<file path="src/rtl/serial_subtractor_pkg.sv">
// Shared definitions for the bit-serial subtractor: FSM state encoding and
// the bit-counter width helper.
package serial_subtractor_pkg;

  // One-bit state encoding: IDLE waits for start, SHIFT processes one bit per clock.
  typedef enum logic {
    S_IDLE  = 1'b0,
    S_SHIFT = 1'b1
  } state_e;

  // Counter width for WIDTH bit positions; never narrower than one bit.
  function automatic int unsigned cnt_width(input int unsigned width);
    return (width <= 1) ? 1 : $clog2(width);
  endfunction

endpackage

</file>
<file path="src/rtl/serial_subtractor_full_subtractor.sv">
// Gate-level full subtractor: x - y - bin.
// Ports:
//   x, y  - minuend and subtrahend bits
//   bin   - incoming borrow
//   d     - difference bit
//   bout  - outgoing borrow
module full_subtractor (
  input  logic x,
  input  logic y,
  input  logic bin,
  output logic d,
  output logic bout
);

  logic hs1_d;
  logic hs1_b;
  logic hs2_b;

  // First half-subtractor stage: x - y.
  assign hs1_d = x ^ y;
  assign hs1_b = ~x & y;

  // Second half-subtractor stage: (x - y) - bin.
  assign d     = hs1_d ^ bin;
  assign hs2_b = ~hs1_d & bin;

  assign bout  = hs1_b | hs2_b;

endmodule

</file>
<file path="src/rtl/serial_subtractor.sv">
// Bit-serial subtractor computing a - b one bit per clock, LSB first, with a
// registered borrow. A start/busy/done handshake frames each operation.
// Ports:
//   clk, rst_n - rising-edge clock, asynchronous active-low reset
//   start      - request, sampled only while idle
//   a, b       - minuend and subtrahend, captured on the accepting edge
//   busy       - high while bits are being shifted
//   done       - one-cycle pulse when diff/bout/ovf become valid
//   diff       - a - b modulo 2^WIDTH, held until the next accepted start
//   bout       - final borrow (a < b unsigned)
//   ovf        - two's-complement overflow of a - b
module serial_subtractor
  import serial_subtractor_pkg::*;
#(
  parameter int unsigned WIDTH = 8
) (
  input  logic             clk,
  input  logic             rst_n,
  input  logic             start,
  input  logic [WIDTH-1:0] a,
  input  logic [WIDTH-1:0] b,
  output logic             busy,
  output logic             done,
  output logic [WIDTH-1:0] diff,
  output logic             bout,
  output logic             ovf
);

  localparam int unsigned CW = cnt_width(WIDTH);
  localparam logic [CW-1:0] LAST = CW'(WIDTH - 1);

  state_e           state_q, state_d;
  logic [WIDTH-1:0] sa_q, sa_d;
  logic [WIDTH-1:0] sb_q, sb_d;
  logic             br_q, br_d;
  logic [CW-1:0]    cnt_q, cnt_d;
  logic             amsb_q, amsb_d;
  logic             bmsb_q, bmsb_d;
  logic [WIDTH-1:0] diff_q, diff_d;
  logic             done_q, done_d;
  logic             bout_q, bout_d;
  logic             ovf_q, ovf_d;

  logic             cell_d;
  logic             cell_b;
  logic [WIDTH-1:0] diff_shift;

  // Single serial bit cell operating on the current LSBs and stored borrow.
  full_subtractor u_cell (
    .x    (sa_q[0]),
    .y    (sb_q[0]),
    .bin  (br_q),
    .d    (cell_d),
    .bout (cell_b)
  );

  // New difference bit enters at the MSB so the result lands LSB-aligned.
  if (WIDTH == 1) begin : g_shift_w1
    assign diff_shift = cell_d;
  end else begin : g_shift_wn
    assign diff_shift = {cell_d, diff_q[WIDTH-1:1]};
  end

  // State and datapath registers.
  always_ff @(posedge clk or negedge rst_n) begin
    if (!rst_n) begin
      state_q <= S_IDLE;
      sa_q    <= '0;
      sb_q    <= '0;
      br_q    <= 1'b0;
      cnt_q   <= '0;
      amsb_q  <= 1'b0;
      bmsb_q  <= 1'b0;
      diff_q  <= '0;
      done_q  <= 1'b0;
      bout_q  <= 1'b0;
      ovf_q   <= 1'b0;
    end else begin
      state_q <= state_d;
      sa_q    <= sa_d;
      sb_q    <= sb_d;
      br_q    <= br_d;
      cnt_q   <= cnt_d;
      amsb_q  <= amsb_d;
      bmsb_q  <= bmsb_d;
      diff_q  <= diff_d;
      done_q  <= done_d;
      bout_q  <= bout_d;
      ovf_q   <= ovf_d;
    end
  end

  // Next-state and datapath update.
  always_comb begin
    state_d = state_q;
    sa_d    = sa_q;
    sb_d    = sb_q;
    br_d    = br_q;
    cnt_d   = cnt_q;
    amsb_d  = amsb_q;
    bmsb_d  = bmsb_q;
    diff_d  = diff_q;
    done_d  = 1'b0;
    bout_d  = bout_q;
    ovf_d   = ovf_q;

    case (state_q)
      S_IDLE: begin
        if (start) begin
          sa_d    = a;
          sb_d    = b;
          amsb_d  = a[WIDTH-1];
          bmsb_d  = b[WIDTH-1];
          br_d    = 1'b0;
          cnt_d   = '0;
          state_d = S_SHIFT;
        end
      end
      S_SHIFT: begin
        diff_d = diff_shift;
        br_d   = cell_b;
        sa_d   = sa_q >> 1;
        sb_d   = sb_q >> 1;
        cnt_d  = cnt_q + CW'(1);
        if (cnt_q == LAST) begin
          state_d = S_IDLE;
          done_d  = 1'b1;
          bout_d  = cell_b;
          // Overflow only when operand signs differ and the result sign leaves a's sign.
          ovf_d   = (amsb_q != bmsb_q) && (cell_d != amsb_q);
        end
      end
      default: state_d = S_IDLE;
    endcase
  end

  assign busy = (state_q == S_SHIFT);
  assign done = done_q;
  assign diff = diff_q;
  assign bout = bout_q;
  assign ovf  = ovf_q;

endmodule

</file>
<file path="config.mk">
export PLATFORM = sky130hd
export DESIGN_NAME = serial_subtractor
export DESIGN_NICKNAME = d
export VERILOG_FILES = /design/src/rtl/serial_subtractor_pkg.sv /design/src/rtl/serial_subtractor_full_subtractor.sv /design/src/rtl/serial_subtractor.sv
export SDC_FILE = /design/constraint.sdc
export NUM_CORES = 1
export LEC_CHECK = 0
export BUFFER_PORTS_ARGS = -buffer_cell sky130_fd_sc_hd__buf_2
export CAP_MARGIN = 10
export CORE_ASPECT_RATIO = 1.75
export CORE_MARGIN = 2
export CORE_UTILIZATION = 53
export DETAILED_ROUTE_END_ITERATION = 7
export PLACE_DENSITY = 0.84
export SLEW_MARGIN = 20
export SYNTH_ARGS = -nofsm -noshare
export SYNTH_HDL_FRONTEND = slang
export SYNTH_HIERARCHICAL = 1
export SYNTH_SLANG_ARGS = --single-unit
</file>
<file path="constraint.sdc">
create_clock -name clk -period 1.64 [get_ports clk]
set_input_delay 0 -clock clk [delete_from_list [all_inputs] [get_ports clk]]
set_output_delay 0 -clock clk [all_outputs]
set_load 0.01 [all_outputs]
</file>
==> metrics.md <==
| Metric | Value |
|---|---|
| R2r setup slk | `0.14 ns` |
| Cts bufs inserted | `5` |
| Crit-path slowest cell | `fa_1` |
| Status | `finished clean` |
| Area Overhead vs Synth | `22.4%` |
| Power Total | `0.00324 W` |
| CP cell instances | `inv_1 -> fa_1 -> or3b_1 -> a31oi_1` |
| Endpoints failing hold | `0` |
| Synth Instances | `118` |
| Yosys reg bits | `34` |
| Worst slew pin tran | `0.725 ns` |
| VDD IR-drop max | `0.00143 V` |
| DRT iter0 DRCs | `10` |
| # DRC | `0` |
| Pwr/cell area | `1750 nW/um^2` |
| Setup_tns | `0 ns` |
| Die width | `44.4 um` |
| Period utilisation layout | `0.916` |
| Initial core utilization | `0.557` |
| Syn. warnings | `6` |
| Data arrival, critical path | `1.71 ns` |
| Core box area | `2720 um^2` |
| Sequential fraction of the synthesis area | `0.562` |
| Post-Syn Area per Cell | `12.8 um^2` |
| Hold crit path type | `in2reg` |
| Max Fanout on Critical Path | `3` |
| Reg2Reg Depth | `4` |
| Syn_nets | `140` |
| Worst setup EP type | `register` |
| H-tree levels | `2` |
| Drt wl/cell | `14.0 um` |
| Clock buffer depth | `2` |
| Largest net degree at the start of global routing | `35` |
| Initial antenna violation count | `0` |
| CP Buf/Inv Count | `1` |
| CP Class | `reg2reg` |
| Nets | `184` |
| Port Buffers | `30` |
| I/O pin count | `31` |
| Sink Count | `34` |
| Detailed Routing Iterations Pass 1 | `4` |
| Crit-path leading delay family | `adder cells` |
| Clk_lat worst skew | `0.28 ns` |
| CTS root buf | `clkbuf_8` |
| N_diodes | `0` |
| Layout Skew | `0.00420 ns` |
| Mapped Area | `1520 um^2` |
| WP depth | `4` |
| GRT Util Overall | `0.197` |
| Leakage | `0.942 nW` |
| Setup Buffers After CTS | `0` |
| Reg-to-Reg End | `ovf` |
| CP required | `1.84 ns` |
| Worst Setup Start Kind | `register` |
| Vias in the first global route | `1084` |
| Gr busiest metal | `met2` |
| Setup crit end | `ovf` |
| DRT antenna net count | `0` |
| Slew Viols, Final | `0` |
| Met2 Track Usage GR | `0.355` |
| Hold path cells | `3` |
| Crit path from | `sb_q[0]` |
| Final instance area | `1850 um^2` |
| Vias per cell | `5.34` |
| DR vias | `1014` |
| R2r startpoint | `sb_q[0]` |
| Share of layout cells above drive strength 1 | `0.319` |
| Crit path largest cell delay | `0.51 ns` |
| Met1 track demand over resource | `0.212` |
| GP Congestion | `0.726` |
| RSZ-0062 raised after global routing | `false` |
| Placed Area | `1650 um^2` |
| Row cnt | `25` |
| Die Y-Extent | `74.7 um` |
| Achievable clock frequency | `666 MHz` |
| Met3 GRT Util | `0.0600` |
| Fin crit period | `1.50 ns` |
| Max-Slew Margin vs Limit | `0.517` |
| GR Overflow Total | `0` |
| Clk slew on worst S/H paths | `0.06 ns` |
| Hpwl dp | `1840 um` |
| Setup violators final | `0` |
| CTS tree | `yes` |
| Finished Core Util | `0.681` |
| Die area | `3320 um^2` |
| Resized cells post-CTS | `0` |
| WL final | `2660 um` |
| Max-cap violation count | `0` |
| First-pass GRT wire length | `4710 um` |
| Post-synthesis cell type count | `23` |
[Yosys cell counts]
master,instances,area share
buf_6,3,0.022
a31oi_1,1,0.0041
nand2_1,14,0.035
ha_1,2,0.017
dfrtp_1,34,0.56
buf_12,1,0.013
o21ai_1,15,0.050
mux2_4,6,0.059
fa_1,1,0.013
or3b_1,2,0.012
nand2b_4,1,0.0091
mux2_2,3,0.022
nor2_1,3,0.0074
mux2i_1,16,0.11
nand3b_1,1,0.0050
buf_2,3,0.0099
a21oi_1,1,0.0033
inv_1,3,0.0074
inv_2,1,0.0025
mux2_1,2,0.015
o21ai_0,1,0.0033
a22o_1,3,0.017
and2_4,1,0.0058
[flip-flops by register name, indices dropped and copies added, names as in the netlist]
signal,flops
amsb_q,1
bmsb_q,1
bout,1
br_q,1
busy,1
cnt_q,3
diff,8
done,1
ovf,1
sa_q,8
sb_q,8
[power breakdown]
part           leakage [nW]  internal (W)  switching (W)  total, W
clock network        0.0482      0.000338       0.000279  0.000617
registers             0.426       0.00121       0.000222   0.00143
logic                 0.468      0.000652       0.000545   0.00120
total                 0.942       0.00220        0.00105   0.00324
[tightest hold or removal path: stages]
cell and delay [ns]:
buf_2 0.08, mux2i_1 0.06, o21ai_1 0.12
[per-layer routing]
layer / routed length, um / part of all wire
met5: 0 / 0
met4: 38 / 0.014
met3: 109 / 0.041
met2: 1480 / 0.56
met1: 1030 / 0.39
[cells in the final DEF, fill, tap and decap left out, types with 6 or more instances in the layout]
master and count:
o21ai_1 15, mux2_4 6, dlygate4sd3_1 11, clkbuf_8 6
mux2i_1 16, dfrtp_1 34, nand2_1 14, buf_2 30
[what timing repair did]
action                     CTS  global route
hold buffers                11             0
setup endpoints to repair    0             0
hold endpoints to repair    46             0
[metrics by stage]
step / cells / worst slack [ns] / hold slack (ns)
floorplan: 118 / 0.199 / -0.296
global placement: 171 / 0.179 / 0.0882
detailed placement: 171 / 0.146 / 0.0952
CTS: 190 / 0.129 / 0.00170
global route: 190 / 0.0530 / 0.0187
finish: 190 / 0.138 / 0.0102
[cells by family (layout without fill, tap and decap cells)]
kind of cell             after synthesis  after routing  synth area share
multiplexers                          27             27             0.202
flip-flops                            34             34             0.562
adder cells (fa/ha/maj)                3              3            0.0297
buffers and inverters                 11             56            0.0553
AND/OR/NAND/NOR                       22             22            0.0735
AO/OA/AOI/OAI                         21             21            0.0776
[worst min path at each step]
stage / to / slack, ns / from
after floorplan: amsb_q / -0.30 / rst_n
after global placement: diff[5] / 0.09 / rst_n
after detailed placement: diff[5] / 0.1 / rst_n
after CTS: sb_q[2] / 0.002 / b[2]
after global routing: sb_q[4] / 0.02 / b[4]
final: sb_q[2] / 0.01 / b[2]
[final cells by class]
class | count | area, um^2
clock buffers | 7 | 86.3
clock inverters | 1 | 5.00
fillers | 202 | 867
inverters | 4 | 15.0
multi-input cells | 73 | 581
flip-flops and latches | 34 | 851
well taps | 27 | 33.8
repair buffers | 44 | 283
Note: power is estimated with default switching activity, not from simulation.
